File: src/rtl/ifu_fetch_queue.sv
// Instruction fetch queue between the IFU output register and decode.
// Circular buffer of {instr, tag} entries with first-word-fall-through output,
// an occupancy-based stall to the IFU, flush on PC redirect and a sticky
// overflow flag.
module ifu_fetch_queue #(
   parameter int unsigned DEPTH           = 4,
   parameter int unsigned STALL_THRESHOLD = 2,
   parameter int unsigned INSTR_LEN       = 32,
   parameter int unsigned XLEN            = 32
) (
   input  logic                     clk,
   input  logic                     rst_n,
   input  logic [INSTR_LEN-1:0]     instr_in,
   input  logic                     instr_valid_in,
   input  logic [XLEN-1:0]          instr_tag_in,
   input  logic                     flush,
   input  logic                     decode_ready,
   output logic [INSTR_LEN-1:0]     instr_out,
   output logic                     instr_valid_out,
   output logic [XLEN-1:0]          instr_tag_out,
   output logic                     stall_out,
   output logic [$clog2(DEPTH):0]   count,
   output logic                     overflow_err
);

   localparam int unsigned PtrW = $clog2(DEPTH);
   localparam int unsigned CntW = PtrW + 1;

   logic [PtrW-1:0]      rd_ptr_q, rd_ptr_d;
   logic [PtrW-1:0]      wr_ptr_q, wr_ptr_d;
   logic [CntW-1:0]      count_q, count_d;
   logic                 overflow_q, overflow_d;

   // Storage is deliberately left without reset; contents are don't-care while empty.
   logic [INSTR_LEN-1:0] instr_mem_q [DEPTH];
   logic [XLEN-1:0]      tag_mem_q   [DEPTH];

   logic full;
   logic pop;
   logic push;
   logic ovf_event;

   // Handshake decode; a full queue still accepts a push when the head leaves the same cycle.
   always_comb begin
      full      = (count_q == CntW'(DEPTH));
      pop       = instr_valid_out & decode_ready & ~flush;
      push      = instr_valid_in & ~flush & (~full | pop);
      ovf_event = instr_valid_in & ~flush & full & ~pop;
   end

   // Next-state for pointers, occupancy and the sticky overflow flag.
   always_comb begin
      rd_ptr_d   = rd_ptr_q;
      wr_ptr_d   = wr_ptr_q;
      count_d    = count_q;
      overflow_d = overflow_q | ovf_event;
      if (flush) begin
         rd_ptr_d = '0;
         wr_ptr_d = '0;
         count_d  = '0;
      end else begin
         if (push) wr_ptr_d = wr_ptr_q + 1'b1;
         if (pop)  rd_ptr_d = rd_ptr_q + 1'b1;
         unique case ({push, pop})
            2'b10:   count_d = count_q + 1'b1;
            2'b01:   count_d = count_q - 1'b1;
            default: count_d = count_q;
         endcase
      end
   end

   // Control state with asynchronous reset.
   always_ff @(posedge clk or negedge rst_n) begin
      if (!rst_n) begin
         rd_ptr_q   <= '0;
         wr_ptr_q   <= '0;
         count_q    <= '0;
         overflow_q <= 1'b0;
      end else begin
         rd_ptr_q   <= rd_ptr_d;
         wr_ptr_q   <= wr_ptr_d;
         count_q    <= count_d;
         overflow_q <= overflow_d;
      end
   end

   // Entry write on an accepted push.
   always_ff @(posedge clk) begin
      if (push) begin
         instr_mem_q[wr_ptr_q] <= instr_in;
         tag_mem_q[wr_ptr_q]   <= instr_tag_in;
      end
   end

   // Outputs decoded from registered state only; no input-to-output path.
   always_comb begin
      instr_out       = instr_mem_q[rd_ptr_q];
      instr_tag_out   = tag_mem_q[rd_ptr_q];
      instr_valid_out = (count_q != '0);
      stall_out       = (count_q >= CntW'(STALL_THRESHOLD));
      count           = count_q;
      overflow_err    = overflow_q;
   end

endmodule

File: config.mk
export PLATFORM = sky130hd
export DESIGN_NAME = ifu_fetch_queue
export DESIGN_NICKNAME = d
export VERILOG_FILES = /design/src/rtl/ifu_fetch_queue.sv
export SDC_FILE = /design/constraint.sdc
export NUM_CORES = 1
export LEC_CHECK = 0
export CORE_ASPECT_RATIO = 1.25
export CORE_MARGIN = 3
export CORE_UTILIZATION = 25
export DETAILED_ROUTE_END_ITERATION = 8
export GPL_ROUTABILITY_DRIVEN = 0
export GPL_TIMING_DRIVEN = 0
export PLACE_DENSITY = 0.43
export SYNTH_ARGS = -nofsm -noshare
export SYNTH_HDL_FRONTEND = slang
export SYNTH_SLANG_ARGS = --single-unit
File: constraint.sdc
create_clock -name clk -period 8.05 [get_ports clk]
set_clock_uncertainty 0.2 [all_clocks]
set_input_delay 2.0125 -clock clk [delete_from_list [all_inputs] [get_ports clk]]
set_output_delay 2.0125 -clock clk [all_outputs]
set_load 0.05 [all_outputs]
==> reports/metrics.json <==
{
  "run_status": {"value": "finished, final reports clean"},
  "tightest_slew": {"value": 688.6, "unit": "ps"},
  "start_kind": {"value": "register"},
  "rsz0062_at_grt": {"value": "no"},
  "cts_sinks": {"value": 264},
  "post-cts-setup-buffer-count": {"value": 0},
  "min_delay_worst_endpoint": {"value": "overflow_err"},
  "share_seq_of_total_power": {"value": 47.9, "unit": "%"},
  "r2r_end": {"value": "instr_mem_q[2][10]"},
  "die-width": {"value": 183.3, "unit": "um"},
  "maxSlewHeadroom": {"value": 54.09, "unit": "%"},
  "synth.area.mux_share": {"value": 15.03, "unit": "%"},
  "synth_top_cell_area_share": {"value": 78.28, "unit": "%"},
  "totalNegativeSetupSlack": {"value": 0, "unit": "ps"},
  "cts_clock_pin_slew_for_the_worst_setup_and_hold_paths": {"value": 60, "unit": "ps"},
  "first_iter_violations": {"value": 185},
  "hold-path-cell-count": {"value": 2},
  "final_hold_viol_count": {"value": 0},
  "dr_total_vias": {"value": 4561},
  "ys_seq_area_share": {"value": 80.32, "unit": "%"},
  "wl": {"value": 20.87, "unit": "mm"},
  "finish.net_count": {"value": 637},
  "synthesis.instances": {"value": 394},
  "yosys.area_share.adder": {"value": 0.7135, "unit": "%"},
  "ys.warnings.count": {"value": 0},
  "power_report.internal_total": {"value": 2454, "unit": "uW"},
  "final_core_utilization": {"value": 33.16, "unit": "%"},
  "post_cts_resize_count": {"value": 0},
  "root_buffer_master": {"value": "sky130_fd_sc_hd__clkbuf_16"},
  "layout_worst_path_cycle_share": {"value": 63.78, "unit": "%"},
  "power_switching_share": {"value": 25.42, "unit": "%"},
  "synth_xor_xnor_area_share": {"value": 0.2676, "unit": "%"},
  "first_global_vias": {"value": 5219},
  "initial_utilization": {"value": 25.55, "unit": "%"},
  "timing.final.max_slew_violations": {"value": 0},
  "drt_pass1_iterations": {"value": 4},
  "boundaryPins": {"value": 139},
  "worst_min_delay_path_startpoint": {"value": "overflow_err"},
  "post_synth.cell_area_avg": {"value": 24.93, "unit": "um2"},
  "drive_gt1_share": {"value": 21.23, "unit": "%"},
  "ys_seq_elements": {"value": 264},
  "crit_fanout": {"value": 10},
  "gr-usage-all-layers": {"value": 10.08, "unit": "%"},
  "max_freq": {"value": 194.8, "unit": "MHz"},
  "yosysTopAreaCell": {"value": "sky130_fd_sc_hd__edfxtp_1"},
  "net-switching-power": {"value": 836.7, "unit": "uW"},
  "insertedDiodeCount": {"value": 0},
  "syn2layout_area_growth": {"value": 29.77, "unit": "%"},
  "quantity_of_i_o_buffers_inserted_on_ports": {"value": 136},
  "final_hpwl_dp": {"value": 12.45, "unit": "mm"},
  "setup.worst_path.class": {"value": "register to output port"},
  "post-route-min-period": {"value": 5134, "unit": "ps"},
  "worst-endpoint-arrival": {"value": 2920, "unit": "ps"},
  "simple_gate_area_share_of_the_yosys_netlist": {"value": 1.223, "unit": "%"},
  "cts.path.max_buffers": {"value": 3},
  "htree_num_levels": {"value": 1},
  "rr_worst_depth": {"value": 4},
  "grt_pass1_wl": {"value": 31.66, "unit": "mm"},
  "vias_per_cell": {"value": 4.239},
  "routed_wire_length_per_instance": {"value": 19.39, "unit": "um"},
  "cts_made_buffers": {"value": 27},
  "worstPathRequired": {"value": 5840, "unit": "ps"},
  "static_leak": {"value": 0.003974, "unit": "uW"},
  "post_synthesis_compound_gate_area_fraction": {"value": 1.108, "unit": "%"},
  "antenna_left": {"value": 0},
  "power_density": {"value": 258.2, "unit": "mW/mm2"},
  "grt_antenna_before_repair": {"value": 0},
  "die_y": {"value": 227.6, "unit": "um"},
  "p_clk_share": {"value": 35.4, "unit": "%"},
  "cts.hold.buffers_added": {"value": 0},
  "tritoncts": {"value": "built"},
  "power.ir.vdd_worst": {"value": 0.1316, "unit": "mV"},
  "drc_violations_left": {"value": 0},
  "crit-reg2reg-launch": {"value": "count[1]"},
  "syn-cell-area": {"value": 0.009821, "unit": "mm2"},
  "mappedNetlistNets": {"value": 468},
  "worst-r2r-setup-slack": {"value": 5390, "unit": "ps"},
  "unique_cell_type_count_in_the_yosys_netlist": {"value": 35},
  "post_synth_main_area_contributors": {"value": "sky130_fd_sc_hd__edfxtp_1 (78%), sky130_fd_sc_hd__mux4_2 (15%), sky130_fd_sc_hd__dfrtp_1 (2.0%)"},
  "die_outline_area": {"value": 0.04171, "unit": "mm2"},
  "globalRoute.totalOverflow": {"value": 0},
  "combinational_family_with_the_most_area_after_synthesis": {"value": "multiplexers"},
  "design.core.area": {"value": 0.03844, "unit": "mm2"},
  "worstHoldPathType": {"value": "register to register"},
  "clk-insertion-delay-late": {"value": 530, "unit": "ps"},
  "setup_viol": {"value": 0},
  "cp-end-kind": {"value": "output port"},
  "largest_net_degree_at_the_start_of_global_routing": {"value": 39},
  "floorplan.rows": {"value": 80},
  "power.share.combinational": {"value": 16.7, "unit": "%"},
  "cap_viol_max_count": {"value": 0}
}
## cell type report
type | instances | area (um2)
sequential | 264 | 7888
tap | 492 | 615.6
buffer | 18 | 108.9
clock inverter | 17 | 128.9
timing repair buffer | 140 | 1471
multi-input combinational | 106 | 1812
fill | 3697 | 25690
clock buffer | 33 | 698.2
inverter | 6 | 22.52
## layer usage
layer | vias up | wire length [um] | track usage, %
li1 | 2028 | - | -
met3 | 25 | 1192 | 2.525
met2 | 118 | 10710 | 17.83
met1 | 2390 | 8501 | 12.21
met5 | - | 0 | 0
met4 | 0 | 457 | 3.024
## sequential cells by signal (all words and copies together), names as in the netlist
name,count
wr_ptr_q,2
instr_mem_q,128
overflow_err,1
tag_mem_q,128
rd_ptr_q,2
count,3
## Yosys cell counts
library cell and n:
sky130_fd_sc_hd__mux2_4 1, sky130_fd_sc_hd__mux4_2 64, sky130_fd_sc_hd__ha_1 4, sky130_fd_sc_hd__nand3b_1 1
sky130_fd_sc_hd__inv_1 6, sky130_fd_sc_hd__or2_1 1, sky130_fd_sc_hd__mux2i_1 2, sky130_fd_sc_hd__nor4bb_1 1
sky130_fd_sc_hd__nor2_2 1, sky130_fd_sc_hd__buf_2 9, sky130_fd_sc_hd__buf_6 4, sky130_fd_sc_hd__o311ai_1 1
sky130_fd_sc_hd__nand2_1 2, sky130_fd_sc_hd__buf_1 1, sky130_fd_sc_hd__nor2_1 3, sky130_fd_sc_hd__a311oi_4 1
sky130_fd_sc_hd__and2_1 4, sky130_fd_sc_hd__or3b_2 1, sky130_fd_sc_hd__dfrtp_1 8, sky130_fd_sc_hd__a221oi_1 1
sky130_fd_sc_hd__o32ai_1 1, sky130_fd_sc_hd__o31ai_2 1, sky130_fd_sc_hd__or4_1 1, sky130_fd_sc_hd__edfxtp_1 256
sky130_fd_sc_hd__a31oi_1 3, sky130_fd_sc_hd__clkbuf_1 4, sky130_fd_sc_hd__o211ai_1 1, sky130_fd_sc_hd__xor2_1 3
sky130_fd_sc_hd__or3_1 1, sky130_fd_sc_hd__fa_1 1, sky130_fd_sc_hd__nor3_1 1, sky130_fd_sc_hd__o41ai_1 1
sky130_fd_sc_hd__a31o_1 1, sky130_fd_sc_hd__nand2b_1 2, sky130_fd_sc_hd__nor2b_1 1
## power by group through the flow
stage	sequential (uW)	clock, uW	combinational [uW]
floorplan	1610	0	351
global placement	1610	0	551
detailed placement	1600	0	563
CTS	1580	1220	564
global route	1580	1270	584
finish	1570	1170	549
## critical path, cell delays in order, from the launching register on
cell                              delay, ps
sky130_fd_sc_hd__dfrtp_1                330
sky130_fd_sc_hd__buf_2                  300
sky130_fd_sc_hd__buf_1                  570
sky130_fd_sc_hd__mux4_2                 330
sky130_fd_sc_hd__clkdlybuf4s50_1        850
## per-stage QoR
step	setup slack (ps)	power (uW)	cell area [um2]	hold slack, ps	instances
floorplan	3209	1959	9821	303.9	394
global placement	1404	2159	11800	261.8	1022
global route	2693	3434	12740	312.6	1076
CTS	2778	3364	12740	287.1	1076
finish	2916	3291	12740	288.2	1076
detailed placement	3347	2167	11920	257.8	1026
## layout by cell type (no fill, tap or decap), drive strengths merged
cell             n
inv              7
o211ai           1
clkinv          13
bufinv           2
mux4            64
a31oi            3
nand2            2
nor3             1
o31ai            1
edfxtp         256
nand3b           1
xor2             3
a221oi           1
o41ai            1
buf             18
nand2b           2
nor2b            1
or3b             1
mux2             1
and2             4
mux2i            2
clkdlybuf4s50  136
o32ai            1
a31o             1
or3              1
or2              1
a311oi           1
nor4bb           1
or4              1
dfrtp            8
clkinvlp         1
fa               1
clkbuf          37
ha               4
nor2             4
o311ai           1
## cells by family after synthesis
group           Yosys count
flops                   264
xor+xnor                  3
mux                      67
buf+inv                  24
fa+ha+maj                 5
compound gates           11
simple gates             20
## worst max-delay path by stage
| stage | from | endpoint | slack (ps) | cells past startpoint |
|---|---|---|---|---|
| after detailed placement | rd_ptr_q[1] | instr_out[26] | 3350 | 4 |
| after CTS | rd_ptr_q[1] | instr_out[26] | 2780 | 4 |
| final | rd_ptr_q[1] | instr_tag_out[17] | 2920 | 4 |
| after global placement | flush | tag_mem_q[2][7] | 1400 | 3 |
| after floorplan | decode_ready | instr_mem_q[0][0] | 3210 | 4 |
| after global routing | rd_ptr_q[1] | instr_out[26] | 2690 | 4 |
Note: power is estimated with default switching activity, not from simulation.
